## src/rtl/fwd_pkg.sv

```systemverilog
// Shared types and helpers for the forwarding / load-use hazard unit.
package fwd_pkg;

    // Entries store addresses at this fixed width; the top zero-extends AW into it.
    localparam int unsigned FWD_ADDR_MAX = 8;
    localparam int unsigned FWD_SEL_RF   = 0;

    typedef struct packed {
        logic                    valid;
        logic [FWD_ADDR_MAX-1:0] addr;
        logic                    is_load;
    } fwd_entry_t;

    function automatic int unsigned fwd_sel_width(input int unsigned depth);
        return $clog2(depth + 1);
    endfunction

endpackage

```

## src/rtl/fwd_src_match.sv

```systemverilog
// One source operand: compare against all in-flight tags, youngest match wins.
module fwd_src_match
    import fwd_pkg::*;
#(
    parameter int unsigned AW       = 3,
    parameter int unsigned DEPTH    = 3,
    parameter int unsigned LOAD_LAT = 1,
    parameter int unsigned SW       = 2
) (
    input  logic                            issue_valid,
    input  logic                            src_used,
    input  logic [AW-1:0]                   src_addr,
    input  logic [DEPTH-1:0]                ent_valid,
    input  logic [DEPTH-1:0]                ent_is_load,
    input  logic [DEPTH*FWD_ADDR_MAX-1:0]   ent_addr,
    output logic [SW-1:0]                   sel,
    output logic                            not_ready
);

    logic found;

    always_comb begin
        sel       = SW'(FWD_SEL_RF);
        not_ready = 1'b0;
        found     = 1'b0;
        for (int unsigned i = 0; i < DEPTH; i++) begin
            if (!found && ent_valid[i] && src_used && issue_valid &&
                (ent_addr[i*FWD_ADDR_MAX +: FWD_ADDR_MAX] == FWD_ADDR_MAX'(src_addr))) begin
                found = 1'b1;
                // A young load shadows any older ready producer of the same register.
                if (ent_is_load[i] && (i < LOAD_LAT)) begin
                    not_ready = 1'b1;
                end else begin
                    sel = SW'(i + 1);
                end
            end
        end
    end

endmodule

```

## src/rtl/fwd_hazard_unit.sv

```systemverilog
// Forwarding select and load-use stall generation over a DEPTH-stage tag pipeline.
// Optional stall-cycle counter enabled by defining FWD_PERF_CNT_EN.
module fwd_hazard_unit
    import fwd_pkg::*;
#(
    parameter int unsigned AW       = 3,
    parameter int unsigned NUM_SRC  = 2,
    parameter int unsigned DEPTH    = 3,
    parameter int unsigned LOAD_LAT = 1,
    localparam int unsigned SW      = fwd_sel_width(DEPTH)
) (
    input  logic                  clk,
    input  logic                  rst,
    input  logic                  issue_valid,
    input  logic [NUM_SRC*AW-1:0] src_addr,
    input  logic [NUM_SRC-1:0]    src_used,
    input  logic                  dst_wr_en,
    input  logic [AW-1:0]         dst_addr,
    input  logic                  dst_is_load,
    input  logic                  pipe_hold,
    input  logic                  flush,
    output logic [NUM_SRC*SW-1:0] fwd_sel,
    output logic                  stall,
    output logic [31:0]           stall_count
);

    if (AW > FWD_ADDR_MAX) begin : g_aw_check
        $error("AW exceeds FWD_ADDR_MAX");
    end

    fwd_entry_t entries_q [DEPTH];
    fwd_entry_t entries_d [DEPTH];

    logic [DEPTH-1:0]              ent_valid;
    logic [DEPTH-1:0]              ent_is_load;
    logic [DEPTH*FWD_ADDR_MAX-1:0] ent_addr;
    logic [NUM_SRC-1:0]            not_ready;

    always_comb begin
        for (int i = 0; i < DEPTH; i++) begin
            ent_valid[i]                                 = entries_q[i].valid;
            ent_is_load[i]                               = entries_q[i].is_load;
            ent_addr[i*FWD_ADDR_MAX +: FWD_ADDR_MAX]     = entries_q[i].addr;
        end
    end

    for (genvar k = 0; k < NUM_SRC; k++) begin : g_src
        fwd_src_match #(
            .AW       (AW),
            .DEPTH    (DEPTH),
            .LOAD_LAT (LOAD_LAT),
            .SW       (SW)
        ) u_match (
            .issue_valid (issue_valid),
            .src_used    (src_used[k]),
            .src_addr    (src_addr[k*AW +: AW]),
            .ent_valid   (ent_valid),
            .ent_is_load (ent_is_load),
            .ent_addr    (ent_addr),
            .sel         (fwd_sel[k*SW +: SW]),
            .not_ready   (not_ready[k])
        );
    end

    assign stall = |not_ready;

    always_comb begin
        entries_d = entries_q;
        if (flush) begin
            for (int i = 0; i < DEPTH; i++) begin
                entries_d[i] = '0;
            end
        end else if (!pipe_hold) begin
            for (int i = DEPTH - 1; i >= 1; i--) begin
                entries_d[i] = entries_q[i-1];
            end
            // A stalled instruction is not issued, so a bubble enters instead.
            entries_d[0] = '0;
            if (issue_valid && dst_wr_en && !stall) begin
                entries_d[0].valid   = 1'b1;
                entries_d[0].addr    = FWD_ADDR_MAX'(dst_addr);
                entries_d[0].is_load = dst_is_load;
            end
        end
    end

    always_ff @(posedge clk or posedge rst) begin
        if (rst) begin
            for (int i = 0; i < DEPTH; i++) begin
                entries_q[i] <= '0;
            end
        end else begin
            entries_q <= entries_d;
        end
    end

`ifdef FWD_PERF_CNT_EN
    logic [31:0] stall_cnt_q;
    logic [31:0] stall_cnt_d;

    always_comb begin
        stall_cnt_d = stall_cnt_q;
        if (stall && !pipe_hold && (stall_cnt_q != '1)) begin
            stall_cnt_d = stall_cnt_q + 32'd1;
        end
    end

    always_ff @(posedge clk or posedge rst) begin
        if (rst) begin
            stall_cnt_q <= '0;
        end else begin
            stall_cnt_q <= stall_cnt_d;
        end
    end

    assign stall_count = stall_cnt_q;
`else
    assign stall_count = '0;
`endif

endmodule

```

## config.mk

```make
export PLATFORM = sky130hd
export DESIGN_NAME = fwd_hazard_unit
export DESIGN_NICKNAME = d
export VERILOG_FILES = /design/src/rtl/fwd_pkg.sv /design/src/rtl/fwd_src_match.sv /design/src/rtl/fwd_hazard_unit.sv
export SDC_FILE = /design/constraint.sdc
export NUM_CORES = 1
export LEC_CHECK = 0
export ABC_CLOCK_PERIOD_IN_PS = 4900
export BUFFER_PORTS_ARGS = -buffer_cell sky130_fd_sc_hd__buf_2
export CAP_MARGIN = 40
export CORE_UTILIZATION = 45
export CTS_BUF_LIST = sky130_fd_sc_hd__clkbuf_16
export DETAILED_ROUTE_END_ITERATION = 8
export GPL_TIMING_DRIVEN = 0
export PLACE_DENSITY = 0.8
export SETUP_SLACK_MARGIN = 0.5
export SYNTH_ARGS = -nofsm -noshare
export SYNTH_HDL_FRONTEND = slang
export SYNTH_SLANG_ARGS = --single-unit
```

## constraint.sdc

```tcl
create_clock -name clk -period 4.9 [get_ports clk]
set_input_delay 0.245 -clock clk [delete_from_list [all_inputs] [get_ports clk]]
set_output_delay 0.245 -clock clk [all_outputs]
set_load 0.03 [all_outputs]
```

==> results of run 1 <==
==> cell usage after synthesis <==
cell type,instances
a21boi_0,1
a21boi_4,1
and4bb_2,1
buf_4,32
clkbuf_1,2
conb_1,1
dfrtp_1,13
inv_1,2
mux2i_1,8
nand2_1,11
nand3_1,6
nor2_1,8
nor2b_1,1
nor4_1,2
o21a_1,1
o21ai_0,5
o22ai_1,2
or4_1,2
or4_4,2
xor2_1,18
==> flip-flops by register name (all words and copies together) (netlist names) <==
register,flops
ent_is_load,1
ent_addr,9
ent_valid,3
==> metrics by stage <==
step	utilization	setup WS, ns	std cells	power, mW
6_report	0.630	2.75	202	0.340
3_5_place_dp	0.594	3.01	198	0.192
4_1_cts	0.630	2.75	202	0.342
5_1_grt	0.630	2.70	202	0.355
3_3_place_gp	0.594	3.02	198	0.191
2_1_floorplan	-	2.83	150	0.179
==> report_power, final <==
| part | switching, mW | total, mW | internal [mW] |
|---|---|---|---|
| Combinational | 0.0508 | 0.0795 | 0.0287 |
| Sequential | 0.00227 | 0.112 | 0.110 |
| Clock | 0.0418 | 0.149 | 0.107 |
| Total | 0.0949 | 0.340 | 0.245 |
==> area by class of cell <==
cell class,instances,area [um2],area share
multi-input combinational,101,599,0.430
buffer,34,248,0.178
clock buffer,3,75.1,0.0539
timing repair buffer,20,100,0.0718
inverter,2,7.51,0.00539
sequential,13,325,0.233
tap,28,35.0,0.0251
clock inverter,1,3.75,0.00269
==> layout by cell type, fill, tap and decap left out, drive strengths merged <==
master,count
o21a,1
nand3,6
conb,32
clkbuf,5
a21boi,2
mux2i,8
xor2,18
or4,4
nand2,11
nor2b,1
o22ai,2
inv,3
nor2,8
nor4,2
buf,52
o21ai,5
dfrtp,13
and4bb,1
==> final timing paths <==
kind | slack [ns] | depth (start not counted) | startpoint | endpoint
max in group asynchronous | 4.55 | 2 | rst | ent_addr[17]$_DFFE_PP0P_
min reg2reg | 0.56 | 2 | ent_valid[0]$_DFFE_PP0P_ | ent_valid[0]$_DFFE_PP0P_
max | 2.75 | 4 | ent_addr[2]$_DFFE_PP0P_ | stall
min | 0.02 | 2 | rst | ent_valid[2]$_DFFE_PP0P_
min in group clk | 0.25 | 3 | dst_addr[2] | ent_addr[2]$_DFFE_PP0P_
max reg2reg | 3.22 | 4 | ent_addr[2]$_DFFE_PP0P_ | ent_is_load[0]$_DFFE_PP0P_
==> logic make-up after synthesis <==
kind of cell	count (synthesis)	synth area share
xor+xnor	18	0.148
compound gates	10	0.0671
simple gates	33	0.160
flops	13	0.306
other cells	1	0.00353
buf+inv	36	0.240
mux	8	0.0753
==> metal layers <==
layer | up-vias | GRT usage | wire (um) | share of wire
met5 | - | 0 | 0 | 0
met4 | 0 | 0.116 | 60 | 0.030
met3 | 7 | 0.0242 | 143 | 0.072
met2 | 41 | 0.282 | 919 | 0.46
met1 | 358 | 0.201 | 863 | 0.43
li1 | 438 | - | - | -
==> metrics.md, run 1 <==
| Metric | Value |
|---|---|
| Crit path max-delay family | `simple AND/OR/NAND/NOR gates` |
| Total gr overflow | `0` |
| Register area share after synthesis | `0.306` |
| Vias | `844` |
| Max Cap Viol | `0` |
| Startpoint types | `flop` |
| Final Hold Viols | `0` |
| IO Pins | `55` |
| Post-Synthesis Cell Area | `0.00106 mm2` |
| Leakage | `0.817 nW` |
| CTS sink cnt | `13` |
| Cells after synthesis | `119` |
| WP data required | `4.66 ns` |
| Vias in the first global route | `774` |
| Status | `completed` |
| PwrDens | `244 mW/mm2` |
| Layout cell share with drive strength beyond 1 | `0.339` |
| Routed WL | `1.99 mm` |
| Antenna diode count | `0` |
| Worst-path fanout max | `6` |
| Root Driver | `clkbuf_16` |
| Post-CTS Setup Bufs | `0` |
| Number of synthesized register bits | `13` |
| Avg WL per Cell | `9.84 um` |
| Drt pass-1 iters | `4` |
| Nets | `193` |
| Core Area | `0.00221 mm2` |
| Std cell rows | `17` |
| H-tree levels | `1` |
| Worst hold slack | `0.0186 ns` |
| Total Routing Usage GR | `0.170` |
| Input/output buffers | `20` |
| Clock Path Buffers | `2` |
| CP cell instances | `xor2_1 > or4_4 > a21boi_4 > buf_2` |
| Clk_skew | `0.000430 ns` |
| Tmin final | `2.15 ns` |
| Initial antenna violation count | `0` |
| Netlist cell types | `20` |
| Fraction of post-synthesis cell area in the top cell type by area | `0.306` |
| RSZ-0062 raised after global routing | `no` |
| Worst hold path class | `in2async` |
| Largest cells by area after synthesis | `dfrtp_1, buf_4, xor2_1` |
| Die Ht | `50.6 um` |
| First-pass GRT wire length | `3.19 mm` |
| Starting DRT DRC Count | `22` |
| CP Buf/Inv Count | `1` |
| Area growth from synthesis to layout | `31.1%` |
| Final slew viol count | `0` |
| Yosys warnings | `0` |
| Setup Total Neg Slack | `0 ns` |
| ANT nets after route | `0` |
| Routability Congestion | `0.917` |
| Max incr delay on CP | `0.58 ns` |
| Post-CTS Resized | `0` |
| Period utilisation layout | `0.438` |
| Worst-margin pin slew | `0.632 ns` |
| Filler cells | `219` |
| CTS tree | `done` |
| Hold buffer count at CTS | `0` |
| CP endpoint kind | `primary output` |
| Relative slew slack | `0.579` |
| Vias/cell | `4.18` |
| Setup Viol. Count Final | `0` |
| WP data arrival | `1.90 ns` |
| Highest clock rate | `0.466 GHz` |
| DRC | `0` |
| Leading area contributor after synthesis | `dfrtp_1` |
| Clock Latency Late Sink | `0.24 ns` |
| Slowest-stage cell, CP | `or4_4` |
| Die Width | `50.6 um` |
| Worst VDD drop | `0.224 mV` |
| Final instance area | `0.00139 mm2` |
| Initial Util | `0.481` |
| Placement-stage cell area | `0.00132 mm2` |
| DIE AREA | `0.00256 mm2` |
| Largest net degree at the start of global routing | `14` |
| Kind of critical path | `reg2out` |
| Clk slew on worst S/H paths | `0.04 ns` |
| Syn Area/Cell | `8.94 um2` |
| Cts bufs inserted | `3` |
No activity file was read; power rests on OpenSTA's default activity.
==> run 2, diff against run 1 <==
ABC_CLOCK_PERIOD_IN_PS = 1900   (was 4900)
CORE_UTILIZATION = 40   (was 45)
PLACE_DENSITY = 0.75   (was 0.8)
clock period = 1.9 ns   (was 4.9 ns; I/O delays follow)
==> run 2 against run 1 <==
Via count rose by 4.5%. Total power rose to 2.6 times the previous value. Register-to-register slack got worse by 3.1 ns. Hold slack improved by 0.076 ns. Count of clock-buffer cells in the layout did not move. Sequential share of layout area fell by 2.0 points. Sequential power rose to 2.6 times the previous value. Utilization fell by 1.9 points. Critical path depth did not move. Routed wire length rose by 14%.
==> metrics.md, run 2 (synthesis results as in run 1) <==
| Metric | Value |
|---|---|
| Nets | `200 (+3.6%)` |
| WP data arrival | `1.76 ns (-0.14 ns)` |
| GR Util met2 | `0.310 (+0.0282)` |
| CTS tree | `done` |
| Period utilisation layout | `0.976` |
| Leakage | `0.870 nW (+6.5%)` |
| Std cell rows | `18 (+1)` |
| Avg WL per Cell | `10.7 um (+9.1%)` |
| Drt pass-1 iters | `3 (-1)` |
| Vias/cell | `4.18 (about the same)` |
| Hold_sp | `dst_is_load` |
| Layout cell share with drive strength beyond 1 | `0.403 (+0.0642)` |
| Worst VDD drop | `0.723 mV (+220%)` |
| Worst-path fanout max | `4 (-2)` |
| Most frequent cells in the layout | `buf_4, conb_1, xor2_1` |
| Total Routing Usage GR | `0.176 (+0.00582)` |
| GR Util met1 | `0.196 (-0.00535)` |
| CP endpoint kind | `primary output` |
| Routability Congestion | `0.814 (-11%)` |
| Worst setup path start | `ent_addr[1]$_DFFE_PP0P_` |
| Cts bufs inserted | `3 (unchanged)` |
| Die Ht | `53.6 um (+5.8%)` |
| Vias in the first global route | `823 (+6.3%)` |
| Antenna diode count | `0 (unchanged)` |
| Worst Hold Depth | `3` |
| Die Width | `53.6 um (+5.8%)` |
| RSZ-0062 raised after global routing | `yes` |
| Max Cap Viol | `0 (unchanged)` |
| Initial antenna violation count | `0 (unchanged)` |
| Input/output buffers | `20 (unchanged)` |
| ANT nets after route | `0 (unchanged)` |
| Final Util | `0.611 (-0.0190)` |
| WP data required | `1.80 ns (-2.86 ns)` |
| R2R Path Start | `ent_addr[1]$_DFFE_PP0P_` |
| Clk_skew | `0.00103 ns (+0.000604 ns)` |
| Setup Viol. Count Final | `0 (unchanged)` |
| Worst-margin pin slew | `0.640 ns (+0.00841 ns)` |
| Starting DRT DRC Count | `8 (-64%)` |
| Largest net degree at the start of global routing | `14 (unchanged)` |
| Clock Latency Late Sink | `0.24 ns (about the same)` |
| Status | `completed` |
| Clk slew on worst S/H paths | `0.04 ns (about the same)` |
| Most common cell after layout, fill and taps aside | `buf_4` |
| DRC | `0 (unchanged)` |
| Grt peak-use layer | `met2` |
| Vias | `882 (+4.5%)` |
| Clock Path Buffers | `2 (unchanged)` |
| Area growth from synthesis to layout | `43.6%` |
| First-pass GRT wire length | `3.53 mm (+11%)` |
| Total gr overflow | `0 (unchanged)` |
| Power Total | `888 uW (+160%)` |
| Filler cells | `212 (-3.2%)` |
| PwrDens | `582 mW/mm2 (+140%)` |
| DIE AREA | `0.00287 mm2 (+12%)` |
| Worst-case reg-to-reg path depth | `6 (+2)` |
| Final slew viol count | `0 (unchanged)` |
| Final Hold Viols | `0 (unchanged)` |
| Relative slew slack | `0.573 (-0.00561)` |
| CTS sink cnt | `13 (unchanged)` |
| Core Area | `0.00250 mm2 (+13%)` |
| Kind of critical path | `reg2out` |
| Highest clock rate | `0.539 GHz` |
| Number of flip-flops in the largest register | `9 (unchanged)` |
| Setup Total Neg Slack | `0 ns (unchanged)` |
| Worst hold path class | `in2reg` |
| Post-detail-place hpwl | `1.77 mm` |
| IO Pins | `55 (unchanged)` |
| Startpoint types | `flop` |
| Root Driver | `clkbuf_16` |
| Initial Util | `0.425 (-0.0553)` |
| Routed WL | `2.27 mm (+14%)` |
| Tmin final | `1.85 ns` |
| Met3 Usage GRT | `0.0339 (+0.00966)` |
| H-tree levels | `1 (unchanged)` |
## run 2: changes by cell type in the layout (fill, tap and decap cells not counted), moves of 2 or more
cell | previous run | this run
buf_6 | 0 | 6
buf_2 | 20 | 15
buf_4 | 32 | 37
o21ai_0 | 5 | 0
o21ai_1 | 0 | 5
nor4_1 | 2 | 0
nor4_2 | 0 | 2
o22ai_1 | 2 | 0
o22ai_2 | 0 | 2
## run 2: power by group
part / internal, mW / leakage (nW) / switching [mW]
clock: 0.277 / 0.0423 / 0.111
sequential: 0.283 / 0.179 / 0.00583
combinational: 0.0782 / 0.649 / 0.135
## run 2: cell type report
cell class / count / area [um2] / area share
Clock buffer: 3 / 75.1 / 0.0491
Tap cell: 30 / 37.5 / 0.0246
Multi-Input combinational cell: 101 / 639 / 0.419
Clock inverter: 1 / 3.75 / 0.00246
Buffer: 34 / 248 / 0.162
Sequential cell: 13 / 327 / 0.214
Inverter: 2 / 7.51 / 0.00491
Timing Repair Buffer: 27 / 190 / 0.124
## run 2: timing repair
item	in CTS	in global routing
gates resized for setup	14	1
setup buffers	6	0
pin swaps	3	2
endpoints found under the setup margin	10	10
hold buffers	1	0
hold endpoints to repair	13	0
## run 2: per-stage QoR
step	std cells	hold slack, ns	area (um2)	setup slack (ns)
final	211	0.0948	1530	0.0454
after global placement	200	0.119	1340	0.174
after floorplan	150	-0.0280	1200	0.236
after global routing	211	0.112	1530	0.0215
after CTS	211	0.0928	1520	0.0403
after detailed placement	200	0.135	1340	0.138
## run 2: critical path, stage by stage, from the launching register on
cell	delay [ns]
dfrtp_1	0.43
xor2_1	0.19
or4_4	0.56
a21boi_4	0.19
buf_6	0.15
## run 2: metal layers
metal | up-vias | part of all wire
li1 | 453 | -
met1 | 393 | 0.38
met2 | 31 | 0.54
met3 | 5 | 0.054
met4 | 0 | 0.022
met5 | - | 0
## run 2: final timing paths
check | to | slack [ns]
max | stall | 0.05
min | ent_is_load[0]$_DFFE_PP0P_ | 0.09
max reg2reg | ent_addr[0]$_DFFE_PP0P_ | 0.12
min reg2reg | ent_valid[0]$_DFFE_PP0P_ | 0.56
max in group asynchronous | ent_addr[0]$_DFFE_PP0P_ | 1.13
min in group asynchronous | ent_valid[0]$_DFFE_PP0P_ | 0.41
==> run 3, diff against run 2 <==
CORE_ASPECT_RATIO = 1.1   (was unset)
SKIP_CTS_REPAIR_TIMING = 1   (was unset)
==> run 3 against run 2 <==
Via count is 4.2% higher. Critical path type unchanged. Final cell count is 1.9% higher. Sequential power hardly changed. Routed wire length is 0.31% higher. Hold slack worse by 0.0083 ns. Setup slack worse by 0.032 ns. Largest power group unchanged. Register-to-register slack worse by 0.02 ns. Global-route usage is 1.8 points lower. Final area is 2.0% higher.
==> metrics.md, run 3 (synthesis results as in run 1) <==
| Metric | Value |
|---|---|
| CP Buf/Inv Count | `1 (unchanged)` |
| Tmin final | `1.89 ns (+0.0320 ns)` |
| CTS tree | `done` |
| M1 wire length | `827 um (-5.2%)` |
| Worst Hold Endpoint | `ent_is_load[0]$_DFFE_PP0P_` |
| Worst hold path class | `in2reg` |
| Cell Count, Final, Fillers Out | `215 (+1.9%)` |
| Area growth from synthesis to layout | `46.6%` |
| DR top layer | `met4` |
| Die Ht | `56.1 um (+4.7%)` |
| DP Cell Count | `201 (+0.50%)` |
| RSZ-0062 raised after global routing | `yes` |
| Clk_skew | `0.00176 ns (+0.000725 ns)` |
| Nets | `203 (+1.5%)` |
| Routed wl met3 | `142 um (+15%)` |
| WP data required | `1.80 ns (about the same)` |
| Final slew viol count | `0 (unchanged)` |
| Die Width | `51.2 um (-4.5%)` |
| Vias/cell | `4.27 (+2.3%)` |
| R2R Path Start | `ent_addr[0]$_DFFE_PP0P_` |
| Power Total | `891 uW (+0.27%)` |
| Routability Congestion | `0.857 (+5.3%)` |
| Worst-path fanout max | `4 (unchanged)` |
| WP data arrival | `1.79 ns (+0.03 ns)` |
| Crit path max-delay family | `simple AND/OR/NAND/NOR gates` |
| DRC | `0 (unchanged)` |
| Worst VDD drop | `0.754 mV (+4.4%)` |
| Max incr delay on CP | `0.57 ns (about the same)` |
| PwrDens | `571 mW/mm2 (-1.7%)` |
| Routed WL | `2.27 mm (+0.31%)` |
| Largest net degree at the start of global routing | `14 (unchanged)` |
| Clk slew on worst S/H paths | `0.04 ns (about the same)` |
| Clock share of power | `0.436 (about the same)` |
| R2R Path End | `ent_addr[1]$_DFFE_PP0P_` |
| Setup Viol. Count Final | `0 (unchanged)` |
| First-pass GRT wire length | `3.26 mm (-7.6%)` |
| Switch share | `0.284 (+0.00180)` |
| Slowest-stage cell, CP | `or4_4` |
| IO Pins | `55 (unchanged)` |
| Reg2Reg Setup Slack | `0.10 ns (-0.02 ns)` |
| Most common cell after layout, fill and taps aside | `buf_4` |
| Vias | `919 (+4.2%)` |
| Most frequent cells in the layout | `buf_4, conb_1, xor2_1` |
| Placement-stage cell area | `0.00134 mm2 (about the same)` |
| ANT nets after route | `0 (unchanged)` |
| Drt pass-1 iters | `4 (+1)` |
| Initial antenna violation count | `0 (unchanged)` |
| Final Hold Viols | `0 (unchanged)` |
| Avg WL per Cell | `10.6 um (-1.6%)` |
| Final instance area | `0.00156 mm2 (+2.0%)` |
| Layout cell share with drive strength beyond 1 | `0.418 (+0.0152)` |
| Starting DRT DRC Count | `17 (+9)` |
| P_sw | `253 uW (+0.91%)` |
| Clock Latency Late Sink | `0.24 ns (about the same)` |
| Worst-case reg-to-reg path depth | `6 (unchanged)` |
| Root Driver | `clkbuf_16` |
| Worst-margin pin slew | `0.621 ns (-0.0193 ns)` |
| Initial Util | `0.422 (-0.00338)` |
| Final Util | `0.619 (+0.00756)` |
| Vias in the first global route | `788 (-4.3%)` |
| Number of flip-flops in the largest register | `9 (unchanged)` |
| H-tree levels | `1 (unchanged)` |
| Part of the power in registers | `0.323 (-0.002)` |
| Status | `completed` |
| Leakage | `0.895 nW (+3.0%)` |
| Post-detail-place hpwl | `1.80 mm (+1.3%)` |
| DIE AREA | `0.00287 mm2 (about the same)` |
| Filler cells | `231 (+9.0%)` |
| Antenna diode count | `0 (unchanged)` |
| Input/output buffers | `20 (unchanged)` |
| Hold_sp | `dst_is_load` |
| CP endpoint kind | `primary output` |
| Worst hold slack | `0.0865 ns (-0.00829 ns)` |
| CTS sink cnt | `13 (unchanged)` |
| Relative slew slack | `0.586 (+0.0128)` |
| Max Cap Viol | `0 (unchanged)` |
| Startpoint types | `flop` |
| Met2 wire length | `1.23 mm (+0.74%)` |
| Clock Path Buffers | `2 (unchanged)` |
| Cell Int Power | `638 uW (about the same)` |
| Core Area | `0.00252 mm2 (+0.80%)` |
| Period utilisation layout | `0.993 (+0.0168)` |
| Cts bufs inserted | `3 (unchanged)` |
| Combinational Power Share | `0.241 (+0.002)` |
| Total gr overflow | `0 (unchanged)` |
| Sequential cell area | `327 um2 (unchanged)` |
| Kind of critical path | `reg2out` |
| Std cell rows | `19 (+1)` |
| CP cell instances | `xor2_1 > or4_4 > a21boi_4 > buf_6` |
| Highest clock rate | `0.530 GHz (-1.7%)` |
| Worst Hold Depth | `3 (unchanged)` |
| Total Routing Usage GR | `0.158 (-0.0177)` |
| Multi-input gate area | `651 um2 (+1.8%)` |
run 3: changes by cell type in the layout (fill, tap and decap cells not counted), sizes merged:
| cell | change |
|---|---|
| buf | +3 |
run 3: how the worst max path moves through the flow:
| stage | startpoint | endpoint | slack [ns] | cells after the start |
|---|---|---|---|---|
| after floorplan | ent_addr[1]$_DFFE_PP0P_ | ent_addr[0]$_DFFE_PP0P_ | 0.24 | 4 |
| after global placement | ent_addr[1]$_DFFE_PP0P_ | stall | 0.18 | 4 |
| after detailed placement | ent_addr[1]$_DFFE_PP0P_ | stall | 0.16 | 4 |
| after CTS | ent_addr[1]$_DFFE_PP0P_ | stall | -0.10 | 4 |
| after global routing | ent_addr[0]$_DFFE_PP0P_ | stall | -0.03 | 4 |
| final | ent_addr[0]$_DFFE_PP0P_ | stall | 0.01 | 4 |
run 3: layout make-up:
type / count / share of cell area
multi-input combinational: 101 / 0.417
clock buffer: 3 / 0.0482
tap: 31 / 0.0249
buffer: 34 / 0.159
inverter: 2 / 0.00482
clock inverter: 1 / 0.00241
sequential: 13 / 0.209
timing repair buffer: 30 / 0.134
run 3: power groups by stage:
stage | clock network, mW | logic (mW) | registers [mW]
after detailed placement | 0 | 0.204 | 0.292
final | 0.389 | 0.214 | 0.288
after global placement | 0 | 0.201 | 0.292
after global routing | 0.412 | 0.229 | 0.288
after floorplan | 0 | 0.171 | 0.291
after CTS | 0.397 | 0.204 | 0.288
run 3: through the flow:
stage,setup TNS (ns),worst slack [ns]
6_report,0,0.0135
5_1_grt,-0.0334,-0.0334
4_1_cts,-0.104,-0.104
3_5_place_dp,0,0.158
3_3_place_gp,0,0.176
2_1_floorplan,0,0.236
run 3: worst register-to-register path: stages, from the launching register on:
cell      delay, ns
dfrtp_2        0.43
xor2_1         0.18
or4_4          0.57
a21boi_4       0.22
buf_4          0.14
buf_4          0.10
o21ai_1        0.05
run 3: routing by layer:
metal / vias to the layer above / GRT usage
met5: - / 0
met3: 7 / 0.0301
met4: 0 / 0.127
li1: 460 / -
met2: 45 / 0.271
met1: 407 / 0.163
